`config.mk`:
```
export PLATFORM = sky130hd
export DESIGN_NAME = exc_sched_flat
export DESIGN_NICKNAME = d
export VERILOG_FILES = /design/src/rtl/exc_sched_if.sv /design/src/rtl/exc_sched.sv /design/src/flat_wrapper.sv
export SDC_FILE = /design/constraint.sdc
export NUM_CORES = 1
export LEC_CHECK = 0
export CORE_ASPECT_RATIO = 0.5
export CORE_MARGIN = 4
export CORE_UTILIZATION = 36
export DETAILED_ROUTE_END_ITERATION = 12
export PLACE_DENSITY = 0.77
export SLEW_MARGIN = 30
export SYNTH_ARGS = -nofsm -noshare
export SYNTH_HDL_FRONTEND = slang
export SYNTH_SLANG_ARGS = --single-unit
```
`constraint.sdc`:
```
create_clock -name clk -period 1.7 [get_ports clk]
set_clock_uncertainty 0.1 [all_clocks]
set_input_delay 0.255 -clock clk [delete_from_list [all_inputs] [get_ports clk]]
set_output_delay 0.255 -clock clk [all_outputs]
set_load 0.1 [all_outputs]
```
`src/rtl/exc_sched_if.sv`:
```
// Commit-stage / CP0 / fetch signal bundle for the exception scheduler.
// Handshake: redirect_valid is raised by the scheduler and held with a stable
// redirect_pc until a cycle in which redirect_ready is also high; the transfer
// completes on that clock edge and redirect_valid drops the cycle after.
interface exc_sched_if;
    // commit stage
    logic        ws_valid;
    logic        ws_stall;
    logic [31:0] ws_pc;
    logic        ws_bd;
    logic        ws_adel_if;
    logic        ws_ri;
    logic        ws_ov;
    logic        ws_sys;
    logic        ws_brk;
    logic        ws_adel_ld;
    logic        ws_ades_st;
    logic        ws_eret;
    logic        ws_mtc0_sc;
    logic [31:0] ws_badvaddr;
    logic        ws_kill;
    // CP0
    logic        int_response;
    logic [31:0] cp0_status;
    logic [31:0] cp0_epc;
    logic        exc_valid;
    logic [4:0]  exc_excode;
    logic        exc_bd;
    logic [31:0] exc_epc;
    logic [31:0] exc_badvaddr;
    logic        exc_eret;
    // pipeline control / fetch
    logic        flush;
    logic        redirect_valid;
    logic [31:0] redirect_pc;
    logic        redirect_ready;

    // pipeline/CP0/fetch side
    modport master (
        output ws_valid, ws_stall, ws_pc, ws_bd, ws_adel_if, ws_ri, ws_ov,
               ws_sys, ws_brk, ws_adel_ld, ws_ades_st, ws_eret, ws_mtc0_sc,
               ws_badvaddr, int_response, cp0_status, cp0_epc, redirect_ready,
        input  ws_kill, exc_valid, exc_excode, exc_bd, exc_epc, exc_badvaddr,
               exc_eret, flush, redirect_valid, redirect_pc
    );

    // scheduler side
    modport slave (
        input  ws_valid, ws_stall, ws_pc, ws_bd, ws_adel_if, ws_ri, ws_ov,
               ws_sys, ws_brk, ws_adel_ld, ws_ades_st, ws_eret, ws_mtc0_sc,
               ws_badvaddr, int_response, cp0_status, cp0_epc, redirect_ready,
        output ws_kill, exc_valid, exc_excode, exc_bd, exc_epc, exc_badvaddr,
               exc_eret, flush, redirect_valid, redirect_pc
    );
endinterface

```
`src/rtl/exc_sched.sv`:
```
// Commit-stage exception/interrupt scheduler. Picks the highest-priority
// event of the retiring instruction, posts a one-cycle CP0 update, then
// flushes and holds a redirect to fetch until it is accepted. Interrupts are
// held off for a few cycles after an MTC0 to Status/Cause retires.
module exc_sched #(
    parameter logic [31:0] EXC_VEC_NORMAL = 32'h8000_0180,
    parameter logic [31:0] EXC_VEC_BOOT   = 32'hBFC0_0380,
    parameter int          INT_HOLDOFF    = 2
) (
    input  logic        clk,
    input  logic        resetn,
    exc_sched_if.slave  bus,
    output logic        o_dbg_state
);
    localparam int HW = (INT_HOLDOFF > 1) ? $clog2(INT_HOLDOFF + 1) : 1;

    typedef enum logic {IDLE = 1'b0, REDIR = 1'b1} state_t;

    state_t      r_state;
    state_t      w_state_nxt;
    logic [HW-1:0] r_holdoff;
    logic        r_exc_valid;
    logic [4:0]  r_exc_excode;
    logic        r_exc_bd;
    logic [31:0] r_exc_epc;
    logic [31:0] r_exc_badvaddr;
    logic        r_exc_eret;
    logic [31:0] r_redirect_pc;

    logic        w_commit;
    logic        w_int_ok;
    logic        w_any_fault;
    logic        w_detect;
    logic        w_is_eret;
    logic [4:0]  w_code;
    logic [31:0] w_bva;
    logic [31:0] w_epc;
    logic [31:0] w_target;
    logic        w_flush;

    // resetn gates the commit so ws_kill is also low while reset is held
    assign w_commit    = resetn & bus.ws_valid & ~bus.ws_stall & (r_state == IDLE);
    assign w_int_ok    = bus.int_response & (r_holdoff == '0);
    assign w_any_fault = bus.ws_adel_if | bus.ws_ri | bus.ws_ov | bus.ws_sys |
                         bus.ws_brk | bus.ws_adel_ld | bus.ws_ades_st;
    assign w_detect    = w_commit & (w_int_ok | w_any_fault | bus.ws_eret);
    assign w_epc       = bus.ws_bd ? (bus.ws_pc - 32'd4) : bus.ws_pc;

    // priority select of excode/BadVAddr; eret only when nothing else applies
    always_comb begin
        w_code    = 5'h00;
        w_bva     = 32'h0;
        w_is_eret = 1'b0;
        if (w_int_ok) begin
            w_code = 5'h00;
        end else if (bus.ws_adel_if) begin
            w_code = 5'h04;
            w_bva  = bus.ws_pc;
        end else if (bus.ws_ri) begin
            w_code = 5'h0A;
        end else if (bus.ws_ov) begin
            w_code = 5'h0C;
        end else if (bus.ws_sys) begin
            w_code = 5'h08;
        end else if (bus.ws_brk) begin
            w_code = 5'h09;
        end else if (bus.ws_adel_ld) begin
            w_code = 5'h04;
            w_bva  = bus.ws_badvaddr;
        end else if (bus.ws_ades_st) begin
            w_code = 5'h05;
            w_bva  = bus.ws_badvaddr;
        end else begin
            w_is_eret = bus.ws_eret;
        end
    end

    // redirect target: EPC for eret, otherwise the BEV-selected vector
    always_comb begin
        w_target = EXC_VEC_NORMAL;
        if (w_is_eret) begin
            w_target = bus.cp0_epc;
        end else if (bus.cp0_status[22]) begin
            w_target = EXC_VEC_BOOT;
        end
    end

    // FSM state register
    always_ff @(posedge clk or negedge resetn) begin
        if (!resetn) begin
            r_state <= IDLE;
        end else begin
            r_state <= w_state_nxt;
        end
    end

    // FSM next state and flush/redirect outputs
    always_comb begin
        w_state_nxt = r_state;
        w_flush     = 1'b0;
        case (r_state)
            IDLE: begin
                if (w_detect) begin
                    w_state_nxt = REDIR;
                end
            end
            REDIR: begin
                w_flush = 1'b1;
                if (bus.redirect_ready) begin
                    w_state_nxt = IDLE;
                end
            end
            default: begin
                w_state_nxt = IDLE;
            end
        endcase
    end

    // one-cycle CP0 update strobe with its payload captured on detection
    always_ff @(posedge clk or negedge resetn) begin
        if (!resetn) begin
            r_exc_valid    <= 1'b0;
            r_exc_excode   <= 5'h00;
            r_exc_bd       <= 1'b0;
            r_exc_epc      <= 32'h0;
            r_exc_badvaddr <= 32'h0;
            r_exc_eret     <= 1'b0;
        end else begin
            r_exc_valid <= w_detect;
            if (w_detect) begin
                r_exc_excode   <= w_code;
                r_exc_bd       <= w_is_eret ? 1'b0 : bus.ws_bd;
                r_exc_epc      <= w_epc;
                r_exc_badvaddr <= w_bva;
                r_exc_eret     <= w_is_eret;
            end
        end
    end

    // redirect target captured in the detection cycle, stable through REDIR
    always_ff @(posedge clk or negedge resetn) begin
        if (!resetn) begin
            r_redirect_pc <= 32'h0;
        end else if (w_detect) begin
            r_redirect_pc <= w_target;
        end
    end

    // interrupt holdoff after a clean MTC0 to Status/Cause; saturates at 0
    always_ff @(posedge clk or negedge resetn) begin
        if (!resetn) begin
            r_holdoff <= '0;
        end else if (w_commit && !w_detect && bus.ws_mtc0_sc) begin
            r_holdoff <= HW'(INT_HOLDOFF);
        end else if (r_holdoff != '0) begin
            r_holdoff <= r_holdoff - 1'b1;
        end
    end

    assign bus.ws_kill        = w_detect;
    assign bus.exc_valid      = r_exc_valid;
    assign bus.exc_excode     = r_exc_excode;
    assign bus.exc_bd         = r_exc_bd;
    assign bus.exc_epc        = r_exc_epc;
    assign bus.exc_badvaddr   = r_exc_badvaddr;
    assign bus.exc_eret       = r_exc_eret;
    assign bus.flush          = w_flush;
    assign bus.redirect_valid = w_flush;
    assign bus.redirect_pc    = r_redirect_pc;
    assign o_dbg_state        = (r_state == REDIR);

endmodule

```
`src/flat_wrapper.sv`:
```
// flat-port wrapper written by rule: the top's interface ports become plain ports
module exc_sched_flat 
#(
    parameter logic [31:0] EXC_VEC_NORMAL = 32'h8000_0180,
    parameter logic [31:0] EXC_VEC_BOOT   = 32'hBFC0_0380,
    parameter int          INT_HOLDOFF    = 2
)
  (clk, resetn, o_dbg_state, bus_ws_valid, bus_ws_stall, bus_ws_pc, bus_ws_bd, bus_ws_adel_if, bus_ws_ri, bus_ws_ov, bus_ws_sys, bus_ws_brk, bus_ws_adel_ld, bus_ws_ades_st, bus_ws_eret, bus_ws_mtc0_sc, bus_ws_badvaddr, bus_int_response, bus_cp0_status, bus_cp0_epc, bus_redirect_ready, bus_ws_kill, bus_exc_valid, bus_exc_excode, bus_exc_bd, bus_exc_epc, bus_exc_badvaddr, bus_exc_eret, bus_flush, bus_redirect_valid, bus_redirect_pc);
  exc_sched_if bus_i ();
  input  logic clk;
  input  logic resetn;
  output logic o_dbg_state;
  input wire logic [$bits(bus_i.ws_valid)-1:0] bus_ws_valid;
  input wire logic [$bits(bus_i.ws_stall)-1:0] bus_ws_stall;
  input wire logic [$bits(bus_i.ws_pc)-1:0] bus_ws_pc;
  input wire logic [$bits(bus_i.ws_bd)-1:0] bus_ws_bd;
  input wire logic [$bits(bus_i.ws_adel_if)-1:0] bus_ws_adel_if;
  input wire logic [$bits(bus_i.ws_ri)-1:0] bus_ws_ri;
  input wire logic [$bits(bus_i.ws_ov)-1:0] bus_ws_ov;
  input wire logic [$bits(bus_i.ws_sys)-1:0] bus_ws_sys;
  input wire logic [$bits(bus_i.ws_brk)-1:0] bus_ws_brk;
  input wire logic [$bits(bus_i.ws_adel_ld)-1:0] bus_ws_adel_ld;
  input wire logic [$bits(bus_i.ws_ades_st)-1:0] bus_ws_ades_st;
  input wire logic [$bits(bus_i.ws_eret)-1:0] bus_ws_eret;
  input wire logic [$bits(bus_i.ws_mtc0_sc)-1:0] bus_ws_mtc0_sc;
  input wire logic [$bits(bus_i.ws_badvaddr)-1:0] bus_ws_badvaddr;
  input wire logic [$bits(bus_i.int_response)-1:0] bus_int_response;
  input wire logic [$bits(bus_i.cp0_status)-1:0] bus_cp0_status;
  input wire logic [$bits(bus_i.cp0_epc)-1:0] bus_cp0_epc;
  input wire logic [$bits(bus_i.redirect_ready)-1:0] bus_redirect_ready;
  output wire logic [$bits(bus_i.ws_kill)-1:0] bus_ws_kill;
  output wire logic [$bits(bus_i.exc_valid)-1:0] bus_exc_valid;
  output wire logic [$bits(bus_i.exc_excode)-1:0] bus_exc_excode;
  output wire logic [$bits(bus_i.exc_bd)-1:0] bus_exc_bd;
  output wire logic [$bits(bus_i.exc_epc)-1:0] bus_exc_epc;
  output wire logic [$bits(bus_i.exc_badvaddr)-1:0] bus_exc_badvaddr;
  output wire logic [$bits(bus_i.exc_eret)-1:0] bus_exc_eret;
  output wire logic [$bits(bus_i.flush)-1:0] bus_flush;
  output wire logic [$bits(bus_i.redirect_valid)-1:0] bus_redirect_valid;
  output wire logic [$bits(bus_i.redirect_pc)-1:0] bus_redirect_pc;
  assign bus_i.ws_valid = bus_ws_valid;
  assign bus_i.ws_stall = bus_ws_stall;
  assign bus_i.ws_pc = bus_ws_pc;
  assign bus_i.ws_bd = bus_ws_bd;
  assign bus_i.ws_adel_if = bus_ws_adel_if;
  assign bus_i.ws_ri = bus_ws_ri;
  assign bus_i.ws_ov = bus_ws_ov;
  assign bus_i.ws_sys = bus_ws_sys;
  assign bus_i.ws_brk = bus_ws_brk;
  assign bus_i.ws_adel_ld = bus_ws_adel_ld;
  assign bus_i.ws_ades_st = bus_ws_ades_st;
  assign bus_i.ws_eret = bus_ws_eret;
  assign bus_i.ws_mtc0_sc = bus_ws_mtc0_sc;
  assign bus_i.ws_badvaddr = bus_ws_badvaddr;
  assign bus_i.int_response = bus_int_response;
  assign bus_i.cp0_status = bus_cp0_status;
  assign bus_i.cp0_epc = bus_cp0_epc;
  assign bus_i.redirect_ready = bus_redirect_ready;
  assign bus_ws_kill = bus_i.ws_kill;
  assign bus_exc_valid = bus_i.exc_valid;
  assign bus_exc_excode = bus_i.exc_excode;
  assign bus_exc_bd = bus_i.exc_bd;
  assign bus_exc_epc = bus_i.exc_epc;
  assign bus_exc_badvaddr = bus_i.exc_badvaddr;
  assign bus_exc_eret = bus_i.exc_eret;
  assign bus_flush = bus_i.flush;
  assign bus_redirect_valid = bus_i.redirect_valid;
  assign bus_redirect_pc = bus_i.redirect_pc;
  exc_sched #(.EXC_VEC_NORMAL(EXC_VEC_NORMAL), .EXC_VEC_BOOT(EXC_VEC_BOOT), .INT_HOLDOFF(INT_HOLDOFF)) u_core (.clk(clk), .resetn(resetn), .bus(bus_i), .o_dbg_state(o_dbg_state));
endmodule
```
==> results of run 1 <==
through the flow:
step	setup slack, ns	area (µm²)
after floorplan	-0.1547	4982
after global placement	-0.5177	8944
after detailed placement	-0.6746	8944
after CTS	-0.2911	9505
after global routing	-0.5222	10450
final	-0.4922	10450
sequential cells by signal, indices dropped and copies added (netlist names):
register and cells:
u_core.bus.redirect_pc 32, u_core.bus.exc_bd 1, u_core.bus.exc_epc 32, u_core.bus.exc_excode 4
u_core.bus.exc_eret 1, u_core.bus.exc_valid 1, u_core.r_holdoff 2, u_core.bus.exc_badvaddr 32
u_core.o_dbg_state 1
cell usage after synthesis (4+ instances only):
master / count
nor2_1: 78
o21ai_1: 7
o21ai_0: 23
buf_2: 16
a21oi_1: 6
buf_4: 6
dfrtp_1: 106
a22o_1: 20
nand4_1: 4
nand2_1: 48
nor3_1: 11
a221o_1: 9
clkbuf_1: 6
inv_1: 7
nor4_1: 4
xnor2_1: 17
or3_1: 4
nand3_1: 6
a221oi_1: 32
buf_6: 4
xor2_1: 11
worst max-delay path, stage by stage (launching register included):
cell and delay (ns):
dfrtp_1 0.39, inv_2 0.07, ha_4 0.17, a21oi_4 0.15, nand3_2 0.13, o21ai_4 0.23
buf_6 0.18, buf_12 0.16, buf_12 0.13, clkbuf_16 0.16, nand2_1 0.09, o21ai_1 0.14
worst max-delay path by stage:
stage | to | slack (ns) | depth (start not counted)
floorplan | u_core.bus.redirect_pc[22]$_DFFE_PN0P_ | -0.15 | 5
global placement | u_core.bus.exc_badvaddr[30]$_DFFE_PN0P_ | -0.52 | 7
detailed placement | u_core.bus.exc_epc[11]$_DFFE_PN0P_ | -0.67 | 8
CTS | bus_ws_kill | -0.29 | 7
global route | u_core.bus.exc_badvaddr[26]$_DFFE_PN0P_ | -0.52 | 10
finish | u_core.bus.exc_epc[9]$_DFFE_PN0P_ | -0.49 | 11
per-layer routing:
layer  vias to the layer above  track usage, %  part of all wire [%]
li1                       2350               -                     -
met1                      2853           27.29                    37
met2                       434           43.64                    49
met3                       146           5.437                   8.4
met4                         0           10.22                   6.4
met5                         -               0                     0
cells by family (layout without fill, tap and decap cells):
logic type / after synthesis / after routing / share of synthesized area, %
xor gates and xnor gates: 28 / 28 / 4.999
and+or+nand+nor: 179 / 180 / 18.21
other: 1 / 2 / 0.07644
adders and majority gates: 2 / 2 / 0.5100
muxes: 2 / 2 / 0.4336
AOI/OAI and AO/OA: 110 / 110 / 16.99
buffers and inverters: 42 / 364 / 4.718
DFF: 106 / 106 / 54.07
what timing repair did:
action / in CTS / in global routing
endpoints found under the setup margin: 105 / 105
gates cloned: 1 / 13
hold buffers: 1 / 0
buffers inserted: 8 / 20
hold endpoints to repair: 106 / 0
resized for setup: 39 / 133
pin swaps: 9 / 49
cell usage in the layout (no fill, tap or decap), types with 3 or more instances in the layout:
master,instances
buf_4,74
a21oi_1,4
a221o_1,9
buf_6,17
o21ai_4,3
nand2_1,23
clkdlybuf4s50_1,101
o21ai_2,22
o22a_1,3
or3_1,4
nor3_1,10
inv_6,3
and3_4,3
nand2_4,9
xor2_1,11
buf_8,3
a221oi_4,3
clkbuf_16,19
dfrtp_1,105
a221oi_2,25
nand4_1,4
nor4_4,4
inv_1,5
nand3_1,5
xnor2_1,17
nor2_1,76
a22o_1,20
nor3_4,4
a221oi_1,4
nand2_2,16
dlygate4sd2_1,8
o21ai_1,6
buf_12,123
power breakdown:
group,switching [mW],internal (mW),total (mW)
sequential,0.578,2.96,3.54
clock,1.12,1.17,2.29
combinational,4.40,2.59,6.99
total,6.10,6.72,12.8
final cells by class:
type	count	area, µm²	area share, %
Sequential cell	106	2656	25.41
Multi-Input combinational cell	323	2594	24.81
Antenna cell	1	2.502	0.02394
Clock buffer	9	225.2	2.154
Tap cell	170	212.7	2.035
Timing Repair Buffer	340	4648	44.46
Inverter	8	32.53	0.3112
Clock inverter	7	82.58	0.7899
==> out/results.txt, run 1 <==
maximum VDD drop -> 0.6793 mV
via count -> 5,783
RSZ-0062 raised after global routing -> true
share of cells above drive strength 1 -> 45.15%
Worst-Margin Slew -> 0.6164 ns
Routed Antenna Nets -> 0
Clock Pin Slew Worst Setup and Hold Paths -> 0.08 ns
total CTS buffers -> 9
number of synthesized flops with an enable pin -> 0
Die Wd -> 173.1 µm
drt pass-1 iters -> 6
hold path start -> bus_ws_pc[15]
Final GP Congestion -> 0.8859
Fmax -> 0.4562 GHz
R2R Path End -> u_core.bus.exc_epc[9]$_DFFE_PN0P_
die height -> 90.55 µm
CTS tree -> built
R2R depth -> 11
CTS sink count -> 106
routed wire length -> 26.19 mm
CTS Buffer Depth -> 2
Ports -> 252
r2r setup slk -> -0.49 ns
Synth area leader -> dfrtp_1
final hold violation count -> 0
sequential area share after synthesis -> 54.07%
Non-Filler Instances -> 964
DR vias/cell -> 5.999
synthesized area per cell -> 10.44 µm²
synth top area cells -> dfrtp_1 54%, nor2_1 6.0%, a221oi_1 5.7%
Hold Crit Class -> in2reg
first-pass GRT wire length -> 29.96 mm
endpoints failing setup -> 105
worst endpoint required time -> 1.88 ns
Tmin final -> 2.192 ns
crit share post-route -> 129.0%
num rows -> 29
nets -> 934
synth warn -> 0
IO buf count -> 219
FILL cells -> 610
initial cell density of the core -> 37.77%
initial drt markers -> 566
post-layout util -> 80.48%
Critical Path Fanout Max -> 7
Fin Setup TNS -> -31.67 ns
DRC viols -> 0
initial antenna violation count -> 1
Final Max Slew Viols -> 0
setup ws final -> -0.4922 ns
Setup CP Type -> reg2reg
crit path from -> u_core.r_holdoff[0]$_DFFE_PN0P_
PD cells -> 1226 mW/mm²
remaining global-route overflow -> 0
synthesized instance count -> 470
largest net degree at the start of global routing -> 107
vias in the first global route -> 5,350
status -> finished, violations left
Worst Hold Slack -> 0.3174 ns
Worst-Skew Late Latency -> 0.37 ns
total die area -> 0.01567 mm²
data arrival time of the critical path -> 2.37 ns
Synth cell types -> 54
failing checks -> negative setup slack
CP Capture Type -> register
Leak -> 4.589 nW
Area Growth Syn to Fin -> 113.1%
FF+latch count, synth -> 106
Clock Root Buffer -> clkbuf_16
Synth async-reset ratio -> 100.0%
Startpoint Class -> register
Syn Std Cell Area -> 0.004906 mm²
Routed WL per cell -> 27.16 µm
hold path cells -> 4
Synth top area share -> 54.07%
RR Startpoint -> u_core.r_holdoff[0]$_DFFE_PN0P_
hpwl dp -> 13.95 mm
predominant post-synthesis flop cell -> dfrtp_1
Final Power -> 12.82 mW
Mapped Nets -> 616
H-Tree Depth -> 3
Max-slew headroom -> 58.90%
hold endpoint -> u_core.bus.exc_badvaddr[15]$_DFFE_PN0P_
GRT Resource Usage Total -> 23.99%
core box area -> 0.01299 mm²
max cap viols -> 0
placed cells -> 907
Note: power is estimated with default switching activity, not from simulation.
==> run 2, diff against run 1 <==
Settings changed: CAP_MARGIN from default to 20, CORE_UTILIZATION 36 to 40, PLACE_DENSITY 0.77 to 0.81.
Clock period 1.7 ns to 2.5 ns, I/O delays scaled along.
==> out/results.txt, run 2 (same netlist as run 1, synthesis figures left out) <==
via count -> 4,414
maximum VDD drop -> 0.4635 mV
total die area -> 0.01421 mm²
initial drt markers -> 271
WL met3 -> 796 µm
Non-Filler Instances -> 863
initial antenna violation count -> 0
Clock Pin Slew Worst Setup and Hold Paths -> 0.07 ns
RSZ-0062 raised after global routing -> false
Ports -> 252
Post-CTS Hold Buffers -> 0
Fin Setup TNS -> 0 ns
worst setup path endpoint -> bus_ws_kill
CTS sink count -> 106
hpwl dp -> 11.54 mm
first-pass GRT wire length -> 24.31 mm
Die Wd -> 164.6 µm
WP buf/inv -> 3
Flop pwr share -> 31.2%
status -> finished, final reports clean
most frequent cells in the layout -> 127 x buf_4, 111 x clkdlybuf4s50_1, 106 x dfrtp_1
Area Growth Syn to Fin -> 51.82%
PD cells -> 938.4 mW/mm²
routed wire length -> 15.27 mm
Final Power -> 6.990 mW
wire length on met1 -> 6.184 mm
die height -> 86.31 µm
Clock Root Buffer -> clkbuf_16
Hold Crit Class -> in2async
Final Max Slew Viols -> 0
nets -> 839
Routed Antenna Nets -> 0
initial cell density of the core -> 41.19%
drt pass-1 iters -> 4
Tmin final -> 2.332 ns
setup ws final -> 0.1675 ns
IO buf count -> 219
remaining global-route overflow -> 0
R2R depth -> 10
CP Depth -> 7
GRT Resource Usage Total -> 21.56%
Clk pwr share -> 19.4%
CP top delay family -> compound AO/OA/AOI/OAI gates
Routed WL per cell -> 17.69 µm
Slowest-stage cell, CP -> dfrtp_1
Critical Path Fanout Max -> 5
crit path from -> u_core.r_holdoff[0]$_DFFE_PN0P_
R2R Path End -> u_core.bus.exc_badvaddr[5]$_DFFE_PN0P_
final hold violation count -> 0
DRC viols -> 0
r2r setup slk -> 0.34 ns
Startpoint Class -> register
met2 wire length -> 7.991 mm
num rows -> 28
DR vias/cell -> 5.115
Setup CP Type -> reg2out
max cap viols -> 0
Comb pwr share -> 49.4%
total CTS buffers -> 9
Worst-Skew Late Latency -> 0.34 ns
placed cells -> 845
DP Area -> 0.007138 mm²
CTS tree -> built
vias in the first global route -> 4,588
CP Capture Type -> output port
crit-path cells -> inv_1, ha_1, a21oi_4, nand3_2, o21ai_4, inv_2, buf_12
P_int -> 3.499 mW
RR Startpoint -> u_core.r_holdoff[0]$_DFFE_PN0P_
crit share post-route -> 93.30%
sw frac -> 49.95%
Final Cell Area -> 0.007448 mm²
number of antenna diodes -> 0
endpoints failing setup -> 0
data arrival time of the critical path -> 1.86 ns
core box area -> 0.01191 mm²
largest net degree at the start of global routing -> 107
share of cells above drive strength 1 -> 24.50%
Switching Power -> 3.491 mW
Worst path max stage delay -> 0.36 ns
Final GP Congestion -> 0.8079
Leak -> 3.304 nW
pre-CTS worst setup slack -> 0.01503 ns
commonest non-fill, non-tap cell in the layout -> buf_4
CTS Buffer Depth -> 2
highest routed layer -> met4
worst endpoint required time -> 2.03 ns
Fmax -> 0.4287 GHz
H-Tree Depth -> 3
Worst-Margin Slew -> 0.5656 ns
Max-slew headroom -> 62.30%
-- run 2: timing repair --
action                     in CTS  in global routing
setup endpoints to repair       0                  1
buffers inserted                0                  2
resized for setup               0                  2
-- run 2: cell type report --
type / count / area, µm²
fill: 967 / 4463
sequential: 106 / 2653
timing repair buffer: 246 / 2225
multi-input combinational: 322 / 2052
clock buffer: 11 / 242.7
tap: 165 / 206.4
clock inverter: 5 / 40.04
inverter: 8 / 30.03
-- run 2: how the worst min path moves through the flow --
stage | slack, ns | from | end
CTS | 0.09 | resetn | u_core.bus.exc_epc[13]$_DFFE_PN0P_
global placement | 0.36 | u_core.bus.exc_epc[1]$_DFFE_PN0P_ | u_core.bus.exc_epc[1]$_DFFE_PN0P_
global route | 0.10 | resetn | u_core.bus.exc_epc[17]$_DFFE_PN0P_
floorplan | -0.02 | resetn | u_core.bus.exc_badvaddr[0]$_DFFE_PN0P_
finish | 0.06 | resetn | u_core.bus.exc_badvaddr[12]$_DFFE_PN0P_
detailed placement | 0.37 | u_core.bus.exc_eret$_DFFE_PN0P_ | u_core.bus.exc_eret$_DFFE_PN0P_
-- run 2: power groups by stage --
stage | logic [mW] | registers (mW) | clock network (mW)
6_report | 3.45 | 2.18 | 1.36
5_1_grt | 3.58 | 2.22 | 1.45
4_1_cts | 3.46 | 2.18 | 1.39
3_5_place_dp | 3.46 | 2.21 | 0
3_3_place_gp | 3.43 | 2.20 | 0
2_1_floorplan | 0.482 | 4.25 | 0
-- run 2: stage by stage --
step,hold WS (ns),util [%]
2_1_floorplan,-0.02059,-
4_1_cts,0.09139,62.30
3_5_place_dp,0.3689,59.93
3_3_place_gp,0.3616,59.93
6_report,0.05601,62.53
5_1_grt,0.1045,62.53
-- run 2: routing by layer --
metal	track usage (%)	vias to the layer above
met2	37.91	123
met4	6.943	0
met1	27.13	2132
met5	0	-
met3	4.086	22
li1	-	2137
-- run 2: worst register-to-register path, delay by kind of cell (launching register included) --
kind                       cells  cell delay [ns]
AOI/OAI and AO/OA              3             0.49
adders and majority gates      1             0.28
buffers and inverters          4             0.62
DFF                            1             0.36
and+or+nand+nor                2             0.25
==> run 3, diff against run 2 <==
--- a/config.mk
+++ b/config.mk
@@ -11,5 +11,5 @@
 export CORE_UTILIZATION = 40
 export DETAILED_ROUTE_END_ITERATION = 12
-export PLACE_DENSITY = 0.81
+export PLACE_DENSITY = 0.89
 export SLEW_MARGIN = 30
 export SYNTH_ARGS = -nofsm -noshare
==> constraint.sdc (replaced) <==
create_clock -name clk -period 2.5 [get_ports clk]
set_clock_uncertainty 0.1 [all_clocks]
set_input_delay 0.25 -clock clk [delete_from_list [all_inputs] [get_ports clk]]
set_output_delay 0.25 -clock clk [all_outputs]
set_load 0.1 [all_outputs]
==> out/results.txt, run 3 (same netlist as run 1, synthesis figures left out) <==
Worst Hold Slack -> 0.3870 ns
placed cells -> 834
Non-Filler Instances -> 851
drt pass-1 iters -> 4
Hold Crit Class -> in2reg
Fin Setup TNS -> 0 ns
pre-CTS worst setup slack -> 0.1259 ns
Leak -> 3.228 nW
core box area -> 0.01191 mm²
Fmax -> 0.4227 GHz
Setup CP Type -> reg2out
Area Growth Syn to Fin -> 49.32%
CTS sink count -> 106
CP top delay family -> compound AO/OA/AOI/OAI gates
vias in the first global route -> 4,561
endpoints failing setup -> 0
DRC viols -> 0
setup ws final -> 0.1345 ns
Max-slew headroom -> 46.49%
CTS tree -> built
die height -> 86.31 µm
nets -> 827
Worst path max stage delay -> 0.36 ns
num rows -> 28
routed wire length -> 14.95 mm
DP Area -> 0.007018 mm²
Final Max Slew Viols -> 0
Routed WL per cell -> 17.56 µm
met3 Track Usage GR -> 4.751%
Tmin final -> 2.366 ns
via count -> 4,418
commonest non-fill, non-tap cell in the layout -> buf_4
first-pass GRT wire length -> 23.44 mm
status -> finished, final reports clean
Worst-Margin Slew -> 0.8027 ns
Final Power -> 6.970 mW
max cap viols -> 0
maximum VDD drop -> 0.4335 mV
Critical Path Fanout Max -> 15
crit-path cells -> inv_1, ha_1, a21oi_4, nand3_2, o21ai_4, inv_4, buf_12
FILL cells -> 1,000
total die area -> 0.01421 mm²
Slowest-stage cell, CP -> dfrtp_1
Worst-Skew Late Latency -> 0.34 ns
PD cells -> 951.4 mW/mm²
number of antenna diodes -> 0
H-Tree Depth -> 3
total CTS buffers -> 9
hpwl dp -> 11.07 mm
RSZ-0062 raised after global routing -> false
Final GP Congestion -> 0.8571
post-layout util -> 61.50%
largest net degree at the start of global routing -> 89
data arrival time of the critical path -> 2.02 ns
Clock Pin Slew Worst Setup and Hold Paths -> 0.07 ns
CTS Buffer Depth -> 2
Final Cell Area -> 0.007326 mm²
initial antenna violation count -> 0
Routed Antenna Nets -> 0
DR vias/cell -> 5.192
Startpoint Class -> register
share of cells above drive strength 1 -> 23.03%
most frequent cells in the layout -> 117 x buf_4, 111 x clkdlybuf4s50_1, 106 x dfrtp_1
GR peak layer -> met2
Post CTS Setup Buffer Count -> 0
M2 GR Usage -> 36.50%
Clock Root Buffer -> clkbuf_16
initial drt markers -> 207
routing usage on met1 -> 25.61%
Die Wd -> 164.6 µm
initial cell density of the core -> 41.19%
worst endpoint required time -> 2.15 ns
WP buf/inv -> 3
IO buf count -> 219
GRT Resource Usage Total -> 20.71%
crit share post-route -> 94.62%
remaining global-route overflow -> 0
final hold violation count -> 0
Ports -> 252
CP Capture Type -> output port
[run 3: changes by cell type in the layout (fill, tap and decap cells not counted), sizes merged]
cell,before,now
buf,135,122
dlygate4sd3,0,1
[run 3: worst register-to-register path, delay by kind of cell, from the launching register on]
family,cells,cell delay (ns)
buf+inv,2,0.47
simple gates,1,0.14
flops,1,0.36
compound gates,3,0.74
fa+ha+maj,1,0.28
[run 3: power by group]
part           internal, mW  switching (mW)  total, mW
clock                 0.710           0.650       1.36
combinational         0.762            2.67       3.43
sequential             2.01           0.168       2.18
total                  3.48            3.49       6.97
[run 3: worst paths after layout]
path / cells past startpoint / endpoint / from / slack, ns
max in group asynchronous: 4 / u_core.bus.exc_epc[9]$_DFFE_PN0P_ / resetn / 0.63
hold reg to reg: 2 / u_core.bus.exc_excode[0]$_DFFE_PN0P_ / u_core.bus.exc_excode[0]$_DFFE_PN0P_ / 0.39
setup / recovery: 7 / bus_ws_kill / u_core.r_holdoff[0]$_DFFE_PN0P_ / 0.13
min in group asynchronous: 3 / u_core.o_dbg_state$_DFF_PN0_ / resetn / 0.45
hold / removal: 2 / u_core.o_dbg_state$_DFF_PN0_ / bus_redirect_ready / 0.39
setup reg to reg: 7 / u_core.bus.redirect_pc[1]$_DFFE_PN0P_ / u_core.r_holdoff[0]$_DFFE_PN0P_ / 0.34
[run 3: layout make-up]
class | count | area [µm²] | share of cell area, %
Inverter | 8 | 32.53 | 0.4441
Sequential cell | 106 | 2653 | 36.21
Tap cell | 165 | 206.4 | 2.818
Timing Repair Buffer | 234 | 2100 | 28.66
Clock buffer | 11 | 242.7 | 3.313
Clock inverter | 5 | 40.04 | 0.5465
Multi-Input combinational cell | 322 | 2052 | 28.01
[run 3: routing by layer]
| layer | part of all wire (%) | wire (µm) | vias to the layer above |
|---|---|---|---|
| li1 | - | - | 2110 |
| met1 | 40 | 5993 | 2131 |
| met2 | 52 | 7814 | 142 |
| met3 | 4.9 | 735 | 35 |
| met4 | 2.7 | 403 | 0 |
| met5 | 0 | 0 | - |
[run 3: what timing repair did]
action                                 CTS  global route
resized for setup                        0             4
endpoints found under the hold margin   43             0
setup endpoints to repair                0             1
hold buffers                             1             0
